`config.mk`:
```
export PLATFORM = sky130hd
export DESIGN_NAME = musb_add_arbiter
export DESIGN_NICKNAME = d
export VERILOG_FILES = /design/src/rtl/musb_add_arbiter.sv
export SDC_FILE = /design/constraint.sdc
export NUM_CORES = 1
export LEC_CHECK = 0
export ABC_CLOCK_PERIOD_IN_PS = 19500
export BUFFER_PORTS_ARGS = -buffer_cell sky130_fd_sc_hd__clkbuf_2
export CAP_MARGIN = 20
export CORE_AREA = 2 2 129 131
export DETAILED_ROUTE_END_ITERATION = 7
export DIE_AREA = 0 0 131 133
export HOLD_SLACK_MARGIN = 0.02
export PLACE_DENSITY = 0.82
export SYNTH_ARGS = -nofsm -noshare
export SYNTH_HDL_FRONTEND = slang
export SYNTH_SLANG_ARGS = --single-unit
```
`constraint.sdc`:
```
create_clock -name clk -period 19.5 [get_ports clk]
set_input_delay 5.85 -clock clk [delete_from_list [all_inputs] [get_ports clk]]
set_output_delay 5.85 -clock clk [all_outputs]
set_load 0.02 [all_outputs]
```
`src/rtl/musb_add_arbiter.sv`:
```
// Three-requester arbiter in front of one shared combinational 32-bit adder.
// Round-robin or fixed-priority grant; one operation in flight, IDLE -> EXEC -> RESP.
module musb_add_arbiter #(
    parameter int FIXED_PRIO = 0
) (
    input  logic        clk,
    input  logic        rst_n,
    input  logic [2:0]  req_valid,
    input  logic [95:0] req_a,
    input  logic [95:0] req_b,
    output logic [2:0]  req_ready,
    output logic [2:0]  resp_valid,
    output logic [31:0] resp_result,
    input  logic [2:0]  resp_ready,
    output logic [31:0] add_port_a,
    output logic [31:0] add_port_b,
    input  logic [31:0] add_result,
    output logic        busy
);

    // Handshake: a request transfers on a rising edge where req_valid[i] && req_ready[i];
    // a response transfers on a rising edge where resp_valid[w] && resp_ready[w].
    // req_ready is a combinational one-hot grant offered only in IDLE; resp_valid holds until taken.
    typedef enum logic [1:0] {
        ST_IDLE = 2'd0,
        ST_EXEC = 2'd1,
        ST_RESP = 2'd2
    } state_t;

    state_t      state;
    state_t      state_nxt;
    logic [1:0]  last_grant;
    logic [1:0]  grant_q;
    logic [31:0] op_a;
    logic [31:0] op_b;
    logic [31:0] result_q;

    logic [1:0]  start;
    logic [2:0]  rot;
    logic [1:0]  offset;
    logic [2:0]  wsum;
    logic [2:0]  wwrap;
    logic [1:0]  winner;
    logic [31:0] sel_a;
    logic [31:0] sel_b;

    // rot[k] is the valid bit of requester (start+k) mod 3, so the first set bit is the winner.
    always_comb begin
        start = ((FIXED_PRIO != 0) || (last_grant == 2'd2)) ? 2'd0 : last_grant + 2'd1;
        case (start)
            2'd1:    rot = {req_valid[0], req_valid[2], req_valid[1]};
            2'd2:    rot = {req_valid[1], req_valid[0], req_valid[2]};
            default: rot = req_valid;
        endcase
        if (rot[0])
            offset = 2'd0;
        else if (rot[1])
            offset = 2'd1;
        else
            offset = 2'd2;
        wsum   = {1'b0, start} + {1'b0, offset};
        wwrap  = wsum - 3'd3;
        winner = (wsum >= 3'd3) ? wwrap[1:0] : wsum[1:0];
    end

    always_comb begin
        sel_a = req_a[31:0];
        sel_b = req_b[31:0];
        case (winner)
            2'd1: begin
                sel_a = req_a[63:32];
                sel_b = req_b[63:32];
            end
            2'd2: begin
                sel_a = req_a[95:64];
                sel_b = req_b[95:64];
            end
            default: ;
        endcase
    end

    always_ff @(posedge clk or negedge rst_n) begin
        if (!rst_n) begin
            state      <= ST_IDLE;
            last_grant <= 2'd2;
            grant_q    <= 2'd0;
            op_a       <= 32'h0;
            op_b       <= 32'h0;
            result_q   <= 32'h0;
        end else begin
            state <= state_nxt;
            case (state)
                ST_IDLE: begin
                    if (|req_valid) begin
                        grant_q <= winner;
                        op_a    <= sel_a;
                        op_b    <= sel_b;
                    end
                end
                ST_EXEC: result_q <= add_result;
                ST_RESP: begin
                    if (resp_ready[grant_q])
                        last_grant <= grant_q;
                end
                default: ;
            endcase
        end
    end

    // The rst_n term keeps req_ready low while reset is held with requests pending.
    always_comb begin
        state_nxt   = state;
        req_ready   = 3'b000;
        resp_valid  = 3'b000;
        resp_result = 32'h0;
        add_port_a  = 32'h0;
        add_port_b  = 32'h0;
        busy        = (state != ST_IDLE);
        case (state)
            ST_IDLE: begin
                if (rst_n && (|req_valid)) begin
                    req_ready = 3'b001 << winner;
                    state_nxt = ST_EXEC;
                end
            end
            ST_EXEC: begin
                add_port_a = op_a;
                add_port_b = op_b;
                state_nxt  = ST_RESP;
            end
            ST_RESP: begin
                resp_valid  = 3'b001 << grant_q;
                resp_result = result_q;
                if (resp_ready[grant_q])
                    state_nxt = ST_IDLE;
            end
            default: state_nxt = ST_IDLE;
        endcase
    end

endmodule

```
Yosys cells after proc, flatten, opt, wreduce, memory -nomap -nowiden
Index checks and enable logic that the tools add are counted.
{"block": "classes", "n_addsub": 3, "n_eq_ne": 9, "n_reduce_logical": 7, "n_mux": 18, "mul": 0, "div_mod_pow": 0, "magnitude_cmp": 2, "n_bitwise": 0, "shift": 2}
{"op": "case mux 32 bit (2 select lines)", "count": 2}
{"op": "two-way mux 32 bit", "count": 3}
{"op": "two-way mux 2 bit", "count": 6}
{"op": "two-way mux 3 bit", "count": 3}
{"op": "equality test 2 bit (second input constant)", "count": 4}
{"op": "equality test 2 x 1 -> 1 bit (second input constant)", "count": 3}
{"op": "case mux 2 bit (3 select lines)", "count": 1}
{"op": "AND reduction 2 bit", "count": 3}
{"op": "left shift 1 x 2 -> 3 bit (first input constant)", "count": 2}
{"op": "inequality test 2 bit (second input constant)", "count": 2}
{"op": "case mux 2 bit (2 select lines)", "count": 1}
{"op": "adder 2 x 2 -> 3 bit", "count": 1}
{"op": ">= comparator 3 x 2 -> 1 bit (second input constant)", "count": 1}
{"op": "< comparator 2 x 3 -> 1 bit (second input constant)", "count": 1}
{"op": "OR reduction 3 bit", "count": 1}
{"op": "adder 2 x 1 -> 2 bit (second input constant)", "count": 1}
{"op": "binary-select mux 1 bit (select 2 bit)", "count": 1}
{"op": "zero test 2 bit", "count": 1}
{"op": "nonzero test 2 bit", "count": 1}
{"op": "subtractor 2 bit (second input constant)", "count": 1}
{"op": "logical AND 1 bit", "count": 1}
{"op": "two-way mux 1 bit", "count": 1}
{"block": "word_totals", "mem_bits_rw": 0, "wordCells": 47, "input_bits": 232, "reg_bits": 102, "latch_bits": 0, "output_inout_bits": 103, "memories": 0, "romBits": 0}

Depth between registers and ports, before layout
{"block": "depth", "word_depth": 12, "depth_mapped": 17, "mapped_depth_nobuf": 15}

Worst setup path after synthesis
OpenSTA, ideal clock, no wires.
{"block": "synth_path", "path_kind": "in2out", "startpoint": "input req_valid[1]", "endpoint": "output req_ready[1]", "path_slack_ns": 5.137, "required_ns": 13.650, "n_path_buf": 2, "stages": 12, "arrival_ns": 8.513, "cell_sequence": "nor2b_1 > a2111oi_0 > a21oi_1 > fa_1 > inv_1 > ha_1 > nor2b_1 > mux2i_1 > ha_1 > buf_2 > clkbuf_1 > and3_1"}
{"block": "synth_via", "elab_chain_cells": 9, "elab_cells_between_ends": 12, "cone_classes": "2 x add/sub; 1 x order compare; 1 x shift; 6 x mux; 2 x reduce/logical"}
{"element": "start, declared", "line": "8", "rtl": "input logic [2:0] req_valid,"}
{"element": "case mux 2 bit (2 select lines) (*)", "line": "50", "rtl": "case (start)"}
{"element": "two-way mux 2 bit", "line": "57", "rtl": "else if (rot[1])"}
{"element": "two-way mux 2 bit (*)", "line": "55", "rtl": "if (rot[0])"}
{"element": "adder 2 x 2 -> 3 bit (*)", "line": "61", "rtl": "wsum = {1'b0, start} + {1'b0, offset};"}
{"element": ">= comparator 3 x 2 -> 1 bit / subtractor 2 bit (equally long branches)", "line": "63, 62"}
{"element": "two-way mux 2 bit (*)", "line": "63", "rtl": "winner = (wsum >= 3'd3) ? wwrap[1:0] : wsum[1:0];"}
{"element": "via winner[0]", "line": "43", "rtl": "logic [1:0] winner;"}
{"element": "left shift 1 x 2 -> 3 bit (*)", "line": "122", "rtl": "req_ready = 3'b001 << winner;"}
{"element": "two-way mux 3 bit (*)", "line": "121", "rtl": "if (rst_n && (|req_valid)) begin"}
{"element": "two-way mux 3 bit (*)", "line": "119", "rtl": "case (state)"}
{"element": "end, declared", "line": "11", "rtl": "output logic [2:0] req_ready,"}
The timed path passes the listed nets; every way through them passes the cells marked *.

Final worst setup path
Ends and elaborated chain as after synthesis.

==> results.md <==
* Final setup viols at 0
* Class of the tightest hold or removal check: reg -> reg
* Clock H-tree levels at 3
* Total GRT Usage at 18.4%
* Filler Cells Inserted at 1460
* Placed Cells at 1101
* CP startpoint: req_valid[1]
* Proportion of layout cells with a drive suffix above 1 at 51.1%
* Post-route ant nets at 0
* Max frequency at 66.6 MHz
* Clk_lat worst skew at 0.34 ns
* Min Tclk post-route at 15.02 ns
* Cell Count, Final, Fillers Out at 1119
* FF-to-FF path depth at 15
* RR Endpoint: op_b[16]
* Post-synth top area share at 41.9%
* P&R area growth vs syn at 34.9%
* Async SR Flop Fraction at 100%
* # rows at 47
* Outcome: finished, final reports clean
* Internal cell power at 914 uW
* Syn Area/Cell at 10.2 um^2
* CP Data Arrival Time at 9.17 ns
* Slew @ Worst Pin at 0.932 ns
* #FFs+latches synth at 102
* Dominant synthesized flop cell: dfrtp_1
* Pleak at 4.10 nW
* Post-CTS setup buffers at 0
* TritonRoute pass-1 iters at 4
* YS warnings at 0
* Syn_nets at 827
* RSZ-0062 raised after global routing: false
* Most frequent cell after synthesis: dfrtp_1
* Area leader, netlist: dfrtp_1
* Die Wd at 131 um
* Via count at 5433
* Core Region at 0.0162 mm^2
* Reg clk slew, reported paths at 0.06 ns
* First-iteration detailed-routing DRC count at 187
* Worst Setup EP: req_ready[1]
* Reg2reg start: last_grant[0]
* Worst Setup End Kind: output pin
* Max Cap Viol at 0
* Setup WS pre-CTS at 4.51 ns
* TritonCTS clock tree: yes
* Seq/Total Area, Yosys at 42.3%
* Combinational power share at 64.7%
* Final Slew Violations at 0
* Power Dens Cells at 198 mW/mm^2
* IO Count at 335
* EDFF count, synth at 0
* Top cells by area, synth: dfrtp_1 42%, mux2_2 14%, and2_1 10%
* Die Ht at 133 um
* First-pass GRT wire length at 25300 um
* Routed wire length at 16500 um
* Period utilization at 77.1%
* Fin util at 50.4%
* Number of CTS-inserted buffers at 9
* Post-Syn Area at 0.00604 mm^2
* Pwr Total at 1.61 mW
* Vias per cell at 4.86
* Commonest cells post-synth: 101 x dfrtp_1, 97 x and2_1, 73 x mux2_2
* P_sw at 699 uW
* Final hold vios at 0
* Clock share of power at 11.6%
* Worst reg-to-reg setup slack at 14.98 ns
* Hpwl dp at 12100 um
* CP required at 13.65 ns
* Seq pwr share at 23.8%
* Clock tree buffer depth at 2
* Gate count after technology mapping at 589
* Number of global-route vias before repair at 5212
* Number of remaining DRC errors at 0
* Final worst setup slack at 4.48 ns
* Fin nets at 1131
* Initial core utilization at 37.3%
* WS Path Type: in -> out
* Sink Count at 102
* Port Buffers at 334
* CP Launch Type: input port
* VDD IR max at 0.136 mV
* DP Area at 0.00780 mm^2
* Pin count of the biggest net entering global routing at 99
* Final TNS setup at 0 ns
* Cell variety after synth at 37
* Slew headroom at 37.8%
* Max FO, Critical Path at 65
* Root buffer cell: clkbuf_16
* Final Skew at 0.00876 ns
* Initial antenna violation count at 1
* Average wire per standard cell at 14.8 um
* Switch share at 43.3%
* Hold Slack at 0.480 ns
* Post-route cell area at 0.00814 mm^2
* Hold_buf cts at 0
* Post-CTS sizing at 0
* Final RePlAce weighted congestion at 0.784
* Grt total ovfl at 0
* Die area at 0.0174 mm^2
==> placed cells by master (no fill, tap or decap), types with 2 or more instances in the layout <==
| cell | synthesis | routed |
|---|---|---|
| mux2i_1 | 4 | 4 |
| clkbuf_2 | 3 | 333 |
| ha_2 | 0 | 2 |
| nor3_1 | 2 | 2 |
| and3_1 | 5 | 5 |
| nor3b_1 | 2 | 2 |
| dfrtp_1 | 101 | 101 |
| ha_1 | 5 | 2 |
| mux2_2 | 73 | 73 |
| buf_4 | 0 | 8 |
| clkbuf_8 | 0 | 2 |
| clkbuf_16 | 0 | 9 |
| mux2_4 | 20 | 20 |
| nand2b_1 | 3 | 3 |
| nor2_1 | 66 | 66 |
| nor2b_1 | 4 | 3 |
| a21oi_1 | 65 | 65 |
| and2_1 | 97 | 97 |
| a22oi_1 | 64 | 64 |
| o21ai_0 | 3 | 3 |
| mux2_1 | 5 | 5 |
| inv_1 | 6 | 6 |
==> worst max-delay path: stages <==
cell and delay (ns):
clkbuf_2 0.13, nor2b_1 0.14, a2111oi_0 0.39, a21oi_1 0.11
fa_1 0.57, inv_1 0.05, ha_1 0.19, nor2b_1 0.19
mux2i_1 0.33, ha_2 0.22, buf_4 0.58, and3_1 0.26
clkbuf_2 0.16
==> per-layer routing <==
layer  up-vias  GRT usage (%)  routed length, um
li1       2684              -                  -
met3        19           4.45               1250
met1      2498           21.8               6940
met4         0           7.15                317
met5         -              0                  0
met2       232           31.8               8010
==> flip-flops by register name, indices dropped and copies added (netlist names) <==
signal	flops
op_b	32
last_grant	2
grant_q	2
result_q	32
state	2
op_a	32
==> area by class of cell <==
cell class	instances	area (um^2)	share of cell area (%)
Tap cell	220	275	3.38
Multi-Input combinational cell	432	3220	39.6
Clock buffer	12	256	3.15
Antenna cell	1	2.50	0.0307
Timing Repair Buffer	342	1750	21.5
Inverter	6	22.5	0.277
Clock inverter	4	55.1	0.676
Sequential cell	102	2550	31.4
==> worst min-delay path by stage <==
| stage | startpoint | endpoint | depth (start not counted) |
|---|---|---|---|
| 3_5_place_dp | op_a[31] | op_a[31] | 1 |
| 6_report | op_b[26] | op_b[26] | 1 |
| 2_1_floorplan | op_a[11] | op_a[11] | 1 |
| 5_1_grt | op_b[26] | op_b[26] | 1 |
| 3_3_place_gp | op_a[11] | op_a[11] | 1 |
| 4_1_cts | op_a[31] | op_a[31] | 1 |
==> cell families after synthesis <==
group           share of synthesized area [%]
compound gates                           14.7
fa+ha+maj                                1.37
buf+inv                                  4.68
flops                                    42.3
mux                                      20.2
simple gates                             16.7
==> power by group through the flow <==
stage | combinational (mW) | sequential, mW | clock [mW]
after floorplan | 0.841 | 0.368 | 0
after global placement | 1.03 | 0.381 | 0
after detailed placement | 1.05 | 0.387 | 0
after CTS | 1.06 | 0.384 | 0.192
after global routing | 1.17 | 0.398 | 0.201
final | 1.04 | 0.384 | 0.187
Power figures use the tool's default switching activity.
